===== config.mk =====
export PLATFORM = sky130hd
export DESIGN_NAME = irq_controller
export DESIGN_NICKNAME = d
export VERILOG_FILES = /design/src/rtl/irq_pkg.sv /design/src/rtl/irq_prio_enc.sv /design/src/rtl/irq_controller.sv
export SDC_FILE = /design/constraint.sdc
export NUM_CORES = 1
export LEC_CHECK = 0
export ABC_AREA = 1
export CAP_MARGIN = 10
export CORE_MARGIN = 4
export CORE_UTILIZATION = 49
export CTS_BUF_LIST = sky130_fd_sc_hd__clkbuf_2 sky130_fd_sc_hd__clkbuf_4 sky130_fd_sc_hd__clkbuf_8
export DETAILED_ROUTE_END_ITERATION = 12
export PLACE_DENSITY = 0.93
export SETUP_SLACK_MARGIN = 0.05
export SLEW_MARGIN = 20
export SYNTH_ARGS = -nofsm -noshare
export SYNTH_HDL_FRONTEND = slang
export SYNTH_SLANG_ARGS = --single-unit
export TNS_END_PERCENT = 30

===== constraint.sdc =====
create_clock -name clk -period 3.66 [get_ports clk]
set_input_delay 0.915 -clock clk [delete_from_list [all_inputs] [get_ports clk]]
set_output_delay 0.915 -clock clk [all_outputs]
set_load 0.02 [all_outputs]

===== src/rtl/irq_pkg.sv =====
// Shared types and default constants for the vectored interrupt controller family.
package irq_pkg;

    typedef enum logic [1:0] {
        ST_IDLE    = 2'd0,
        ST_REQ     = 2'd1,
        ST_SERVICE = 2'd2
    } irq_state_e;

    localparam logic [9:0] VEC_TIMER     = 10'h012;
    localparam logic [9:0] VEC_EXCEPTION = 10'h3FB;
    localparam logic [9:0] VEC_PORT      = 10'h3FC;
    localparam logic [9:0] VEC_SYSCALL   = 10'h3FD;

    localparam int SRC_EXCEPTION = 0;
    localparam int SRC_PORT      = 1;
    localparam int SRC_TIMER     = 2;
    localparam int SRC_SYSCALL   = 3;

    // Slice i (LSB first) is the vector for source i.
    localparam logic [39:0] DEF_VEC_TABLE = {VEC_SYSCALL, VEC_TIMER, VEC_PORT, VEC_EXCEPTION};

endpackage


===== src/rtl/irq_prio_enc.sv =====
// Combinational lowest-index-first priority encoder with a valid flag.
module irq_prio_enc #(
    parameter int N   = 4,
    parameter int IDW = 2
) (
    input  logic [N-1:0]   req,
    output logic           valid,
    output logic [IDW-1:0] idx
);

    always_comb begin
        valid = |req;
        idx   = '0;
        // Walk from the top so the lowest set index is the last one written.
        for (int i = N - 1; i >= 0; i--) begin
            if (req[i]) begin
                idx = IDW'(i);
            end
        end
    end

endmodule


===== src/rtl/irq_controller.sv =====
// Vectored interrupt controller: edge detect, pending latch, enable mask,
// fixed-priority dispatch and an ack/done service handshake with the core.
module irq_controller
    import irq_pkg::*;
#(
    parameter int                          NUM_SRC   = 4,
    parameter int                          ADDR_W    = 10,
    parameter logic [NUM_SRC*ADDR_W-1:0]   VEC_TABLE = DEF_VEC_TABLE,
    parameter logic [NUM_SRC-1:0]          EN_RESET  = '1,
    localparam int                         IDW       = (NUM_SRC > 1) ? $clog2(NUM_SRC) : 1
) (
    input  logic               clk,
    input  logic               reset,
    input  logic [NUM_SRC-1:0] irq_in,
    input  logic               en_we,
    input  logic [NUM_SRC-1:0] en_wdata,
    input  logic               irq_ack,
    input  logic               irq_done,
    output logic               irq_req,
    output logic [ADDR_W-1:0]  vec_addr,
    output logic [IDW-1:0]     irq_id,
    output logic               in_service,
    output logic [NUM_SRC-1:0] pending,
    output logic [NUM_SRC-1:0] enable
);

    logic [NUM_SRC-1:0] prev_q, prev_d;
    logic [NUM_SRC-1:0] pending_q, pending_d;
    logic [NUM_SRC-1:0] enable_q, enable_d;
    logic [NUM_SRC-1:0] evt, clr_mask, eligible;
    logic               ack_accept;
    logic               enc_valid;
    logic [IDW-1:0]     enc_idx;
    logic [ADDR_W-1:0]  vec_sel;

    irq_state_e         state_q;
    logic               irq_req_q;
    logic [ADDR_W-1:0]  vec_addr_q;
    logic [IDW-1:0]     irq_id_q;
    logic               in_service_q;

    always_comb begin
        evt        = irq_in & ~prev_q;
        ack_accept = (state_q == ST_REQ) && irq_ack;
        clr_mask   = '0;
        for (int i = 0; i < NUM_SRC; i++) begin
            clr_mask[i] = ack_accept && (irq_id_q == IDW'(i));
        end
        prev_d    = irq_in;
        // A fresh event in the ack cycle must survive the clear.
        pending_d = (pending_q & ~clr_mask) | evt;
        enable_d  = en_we ? en_wdata : enable_q;
        eligible  = pending_q & enable_q;
    end

    irq_prio_enc #(
        .N   (NUM_SRC),
        .IDW (IDW)
    ) u_prio_enc (
        .req   (eligible),
        .valid (enc_valid),
        .idx   (enc_idx)
    );

    always_comb begin
        vec_sel = '0;
        for (int i = 0; i < NUM_SRC; i++) begin
            if (enc_idx == IDW'(i)) begin
                vec_sel = VEC_TABLE[i*ADDR_W +: ADDR_W];
            end
        end
    end

    always_ff @(posedge clk) begin
        if (reset) begin
            prev_q    <= '0;
            pending_q <= '0;
            enable_q  <= EN_RESET;
        end else begin
            prev_q    <= prev_d;
            pending_q <= pending_d;
            enable_q  <= enable_d;
        end
    end

    // Dispatch FSM; irq_id/vec_addr are frozen from dispatch until the next dispatch.
    always_ff @(posedge clk) begin
        if (reset) begin
            state_q      <= ST_IDLE;
            irq_req_q    <= 1'b0;
            vec_addr_q   <= '0;
            irq_id_q     <= '0;
            in_service_q <= 1'b0;
        end else begin
            case (state_q)
                ST_IDLE: begin
                    if (enc_valid) begin
                        irq_id_q   <= enc_idx;
                        vec_addr_q <= vec_sel;
                        irq_req_q  <= 1'b1;
                        state_q    <= ST_REQ;
                    end
                end
                ST_REQ: begin
                    if (irq_ack) begin
                        irq_req_q    <= 1'b0;
                        in_service_q <= 1'b1;
                        state_q      <= ST_SERVICE;
                    end
                end
                ST_SERVICE: begin
                    if (irq_done) begin
                        in_service_q <= 1'b0;
                        state_q      <= ST_IDLE;
                    end
                end
                default: begin
                    irq_req_q    <= 1'b0;
                    in_service_q <= 1'b0;
                    state_q      <= ST_IDLE;
                end
            endcase
        end
    end

    assign irq_req    = irq_req_q;
    assign vec_addr   = vec_addr_q;
    assign irq_id     = irq_id_q;
    assign in_service = in_service_q;
    assign pending    = pending_q;
    assign enable     = enable_q;

endmodule


==> results of run 1 <==
==> where the power goes <==
group          total, W  switching [W]  internal (W)
clock network  0.000135      0.0000739     0.0000608
registers      0.000289      0.0000242      0.000265
logic          0.000206       0.000111     0.0000948
total          0.000629       0.000209      0.000420
==> area by class of cell <==
type | instances | area (um2)
Fill cell | 147 | 470
Sequential cell | 22 | 440
Multi-Input combinational cell | 83 | 430
Timing Repair Buffer | 34 | 340
Inverter | 14 | 52.6
Clock buffer | 4 | 36.3
Tap cell | 25 | 31.3
==> state kept, by name, summed over array words and instances (netlist names) <==
| register | flops |
|---|---|
| irq_req | 1 |
| state_q | 2 |
| irq_id | 1 |
| prev_q | 4 |
| pending | 4 |
| in_service | 1 |
| enable | 4 |
| vec_addr | 5 |
==> cell families after synthesis <==
logic type / synth area share [%]
compound gates: 7.97
fa+ha+maj: 3.86
buf+inv: 10.5
flops: 45.2
simple gates: 32.4
==> path summary, 6_finish.rpt <==
path / from / endpoint / slack, ns
min: irq_req / irq_req / 0.49
min reg2reg: irq_req / irq_req / 0.49
max reg2reg: enable[0] / vec_addr[0] / 2.22
max: vec_addr[2] / irq_id[0] / 1.31
==> cell usage in the layout, fill, tap and decap left out <==
cell	count
ha_1	3
nor2_4	3
o21ai_0	1
nor2_8	1
nor2_1	22
inv_2	2
clkbuf_4	3
nand2_1	23
o21ai_2	1
dfxtp_1	22
nand2_2	6
a21oi_1	10
o21ai_1	1
clkdlybuf4s50_1	34
a21oi_2	1
nand3_1	11
clkbuf_8	1
inv_1	12
==> worst min-delay path: cells and delay by family, from the launching register on <==
family           cells  cell delay (ns)
AND/OR/NAND/NOR      1             0.06
flip-flops           1             0.33
AO/OA/AOI/OAI        1             0.06
==> per-layer routing <==
metal | GRT usage [%] | part of all wire [%] | vias up | wire length (um)
li1 | - | - | 446 | -
met1 | 19.8 | 43 | 402 | 890
met2 | 29.5 | 50 | 32 | 1030
met3 | 3.13 | 4.5 | 6 | 94
met4 | 7.23 | 3.0 | 0 | 63
met5 | 0 | 0 | - | 0
==> cells in the mapped netlist (all sizes together) <==
cell type,instances
a21oi,11
buf,7
dfxtp,22
ha,3
inv,14
nand2,29
nand3,11
nor2,26
o21ai,3
==> metrics by stage <==
step / setup slack [ns] / utilization (%) / hold slack, ns
after floorplan: 2.04 / - / 0.500
after global placement: 1.42 / 71.9 / 0.454
after detailed placement: 1.38 / 71.9 / 0.475
after CTS: 1.33 / 73.9 / 0.494
after global routing: 1.26 / 73.9 / 0.507
final: 1.31 / 73.9 / 0.490
==> flow_summary.ini, run 1 <==
[run]
cap_violations = 0

[clock_network]
cts_buffer_depth = 2
htree_levels = 1
postCtsHoldBufs = 0
clk_pin_slew_worst_paths_ns = 0.12
clkSinkCount = 22
clk-insertion-delay-late_ns = 0.31
cts_setup_buffers = 0
cts_resized = 0
cts_inserted_buffers = 3
cts-root-buf = clkbuf_4
cts_tree = done

[worst_setup_path]
critPathBufInv = 1
critPathCaptureType = output pin
crit_fanout = 6
slowest_stage = clkdlybuf4s50_1
startpoint_type = register
path_depth = 1
crit_arrival_ns = 1.43
cp.required_ns = 2.74
max_stage_delay_ns = 0.65
worst_r2r_path_depth = 6
critPathTopFamily = buffers and inverters
critPathKind = register to output pin
crit_path_cell_trace = clkdlybuf4s50_1

[synthesis]
yosysUniqueCellTypes = 17
avgSynthCellArea_um2 = 7.73
synth_top_area_share_pct = 45.2
yosysSeqAreaShare_pct = 45.2
yosys_warnings = 0
yosys.area.top_type = dfxtp_1
yosys-top-cells-area = dfxtp_1 (45%), nand2_1 (8.9%), nor2_1 (8.5%), nand3_1 (5.7%), a21oi_1 (5.1%)
syn-instance-count = 126
mappedNetlistArea_um2 = 973
ys_ff_latch = 22
synth_nets = 142

[timing]
skew_ns = 0.00478
hold_viol_final = 0
finalCritPeriodShare_pct = 64.1
relSlewSlack_pct = 64.2
post-route-min-period_ns = 2.35
tns_ns = 0
slew_violations = 0
rsz0062_at_grt = no
tightestPinTransition_ns = 0.535
setup_violations = 0
fmax_mhz = 426

[global_routing]
grt_pass1_wl_mm = 3.51
overflow = 0
grt_pass1_vias = 850
grt_max_degree = 16
grtUsageTotal_pct = 16.9
grt_antenna_before_repair = 0

[min_path]
hold_depth = 2
hold_path_class = register to register

[floorplan]
fp.dieH_um = 52.6
start_util_pct = 54.0
dieArea_um2 = 2760
die_w_um = 52.6
row_count = 15
ios = 35
fp.coreArea_um2 = 1800

[pwr]
p_total_w = 0.000629
ir_worst_vdd_uv = 318
p_per_area_nw_per_um2 = 473
leakagePower_nw = 0.584

[final_layout]
diodes = 0
instances_no_fill = 182
drive_gt1_share_pct = 11.5
area_delta_synth_final_pct = 36.8
finish.instance_area_um2 = 1330
final_nets = 174

[drt]
wl_mm = 2.08
wl_per_cell_um = 11.4
first_iter_violations = 10
drc = 0
drt_pass1_iterations = 4
vias = 886
vias_per_cell = 4.87
postRouteAntennaNets = 0

[placement]
hpwl_mm = 1.73
gp_congestion = 0.768
portBuffers = 34
dp_cells = 178
place_area_um2 = 1290

[run_status]
status = completed
Power figures use the tool's default switching activity.
==> run 2: changes to the inputs <==
--- a/config.mk
+++ b/config.mk
@@ -8,10 +8,10 @@
 export ABC_AREA = 1
 export CAP_MARGIN = 10
 export CORE_MARGIN = 4
-export CORE_UTILIZATION = 49
+export CORE_UTILIZATION = 45
 export CTS_BUF_LIST = sky130_fd_sc_hd__clkbuf_2 sky130_fd_sc_hd__clkbuf_4 sky130_fd_sc_hd__clkbuf_8
 export DETAILED_ROUTE_END_ITERATION = 12
-export PLACE_DENSITY = 0.93
+export PLACE_DENSITY = 0.86
 export SETUP_SLACK_MARGIN = 0.05
 export SLEW_MARGIN = 20
 export SYNTH_ARGS = -nofsm -noshare
==> constraint.sdc (replaced) <==
create_clock -name clk -period 2.2 [get_ports clk]
set_input_delay 0.55 -clock clk [delete_from_list [all_inputs] [get_ports clk]]
set_output_delay 0.55 -clock clk [all_outputs]
set_load 0.02 [all_outputs]
==> run 2 against run 1 <==
Against the previous run:
- die area grew 7.5%
- clock power grew 130%
- via count grew 0.45%
- setup slack got worse by 1.1 ns
- cell count is 1.6% higher
- global-route usage fell by 0.92 points
- combinational power rose by 66%
- critical path type unchanged
- largest cell class unchanged
==> flow_summary.ini, run 2 (synthesis results as in run 1) <==
[run_status]
status = completed

[pwr]
p_per_area_nw_per_um2 = 831
p_comb_share_pct = 30.2
switching_share_pct = 30.6
p_clk_share_pct = 27.1
leakagePower_nw = 0.596
p_total_w = 0.00113
p_seq_share_pct = 42.7
switchingPower_w = 0.000345
power.internal_w = 0.000783
ir_worst_vdd_uv = 578

[placement]
gp_congestion = 0.797
portBuffers = 34
dp_slack_ns = 0.571
hpwl_mm = 1.58

[clock_network]
cts_setup_buffers = 0
clk-insertion-delay-late_ns = 0.31
clk_pin_slew_worst_paths_ns = 0.13
htree_levels = 1
clkSinkCount = 22
cts_inserted_buffers = 3
cts_buffer_depth = 2
cts_tree = done
cts-root-buf = clkbuf_4
cts_resized = 0
postCtsHoldBufs = 0

[drt]
vias_per_cell = 4.81
drt_pass1_iterations = 4
wl_per_cell_um = 11.1
postRouteAntennaNets = 0
first_iter_violations = 23
vias = 890
drc = 0
wl_mm = 2.06

[final_layout]
drive_gt1_share_pct = 12.0
final_cell_mix = clkdlybuf4s50_1 (34), nand2_1 (23), nor2_1 (22), dfxtp_1 (22), inv_1 (12)
multi_input_area_um2 = 430
ff_latch_area_um2 = 440
final_nets = 175
num-fill-cells = 167
diodes = 0
largest_reg_flops = 5
final_common_cell = clkdlybuf4s50_1
area_delta_synth_final_pct = 39.5

[global_routing]
grt_pass1_wl_mm = 3.28
grtUsageTotal_pct = 16.0
overflow = 0
grt_antenna_before_repair = 0
grt_max_degree = 14
grt_pass1_vias = 788

[min_path]
hold_path_class = register to register

[timing]
timing.final.ws_setup_ns = 0.224
hold_viol_final = 0
fmax_mhz = 506
skew_ns = 0.00774
slew_violations = 0
setup_violations = 0
finalCritPeriodShare_pct = 89.8
tightestPinTransition_ns = 0.345
post-route-min-period_ns = 1.98
relSlewSlack_pct = 77.0
tns_ns = 0
rsz0062_at_grt = no

[worst_setup_path]
critPathKind = register to output pin
rrSetupSlack_ns = 0.75
startpoint_type = register
critPathLaunch = vec_addr[2]
crit_path_cell_trace = clkdlybuf4s50_1
r2r_start = pending[1]
worst_r2r_path_depth = 6
slowest_stage = clkdlybuf4s50_1
setup.worst_path.end = vec_addr[2]
crit_fanout = 6
critPathTopFamily = buffers and inverters
critPathCaptureType = output pin
path_depth = 1
crit_arrival_ns = 1.43
cp.required_ns = 1.65
critPathBufInv = 1
max_stage_delay_ns = 0.65
regToRegEndpoint = vec_addr[0]

[floorplan]
ios = 35
fp.dieH_um = 54.5
die_w_um = 54.5
dieArea_um2 = 2970
fp.coreArea_um2 = 2000
row_count = 16
start_util_pct = 48.6

[run]
cap_violations = 0
[run 2: cell types whose count changed in the layout (fill, tap and decap cells not counted), sizes merged]
| cell | change |
|---|---|
| clkbuf | -1 |
| buf | +1 |
| bufinv | +1 |
[run 2: layer usage]
| layer | up-vias | track usage (%) | share of wire, % | wire length (um) |
|---|---|---|---|---|
| met2 | 35 | 29.7 | 52 | 1060 |
| met4 | 0 | 7.47 | 0.48 | 10 |
| li1 | 455 | - | - | - |
| met5 | - | 0 | 0 | 0 |
| met3 | 2 | 3.81 | 7.2 | 148 |
| met1 | 398 | 16.6 | 41 | 840 |
[run 2: worst min-delay path, cell delays in order, from the launching register on]
cell,delay [ns]
dfxtp_1,0.33
nand2_1,0.06
a21oi_1,0.05
[run 2: final cells by class]
class                      count  area share [%]
multi-input combinational     83            31.7
timing repair buffer          35            25.6
clock buffer                   3            1.66
inverter                      14            3.87
clock inverter                 1            2.21
sequential                    22            32.4
tap                           27            2.49
[run 2: power groups by stage]
stage | sequential, W | combinational, W | clock (W)
2_1_floorplan | 0.000524 | 0.000180 | 0
3_3_place_gp | 0.000486 | 0.000335 | 0
3_5_place_dp | 0.000490 | 0.000343 | 0
4_1_cts | 0.000482 | 0.000345 | 0.000313
5_1_grt | 0.000488 | 0.000370 | 0.000325
6_report | 0.000481 | 0.000341 | 0.000306
[run 2: worst min-delay path by stage]
| stage | startpoint | to | slack (ns) | depth (start not counted) |
|---|---|---|---|---|
| final | irq_req | irq_req | 0.48 | 2 |
| after global routing | irq_req | irq_req | 0.51 | 2 |
| after CTS | irq_req | irq_req | 0.48 | 2 |
| after detailed placement | irq_req | irq_req | 0.47 | 2 |
| after global placement | irq_req | irq_req | 0.45 | 2 |
| after floorplan | prev_q[0] | pending[0] | 0.50 | 3 |
[run 2: stage by stage]
stage                     instances  hold WS (ns)  instance area, um2  util (%)
after global routing            185         0.506                1360      67.8
after detailed placement        181         0.465                1310      65.2
after global placement          181         0.454                1310      65.2
after CTS                       185         0.484                1360      67.8
after floorplan                 126         0.500                 973         -
final                           185         0.478                1360      67.8
==> run 3: changes to the inputs <==
--- a/config.mk
+++ b/config.mk
@@ -11,8 +11,10 @@
 export CORE_UTILIZATION = 45
 export CTS_BUF_LIST = sky130_fd_sc_hd__clkbuf_2 sky130_fd_sc_hd__clkbuf_4 sky130_fd_sc_hd__clkbuf_8
 export DETAILED_ROUTE_END_ITERATION = 12
+export HOLD_SLACK_MARGIN = 0.08
 export PLACE_DENSITY = 0.86
 export SETUP_SLACK_MARGIN = 0.05
+export SKIP_LAST_GASP = 1
 export SLEW_MARGIN = 20
 export SYNTH_ARGS = -nofsm -noshare
 export SYNTH_HDL_FRONTEND = slang
==> results of run 3 <==
No change in the layout: final DEF, timing and power equal those of run 2.
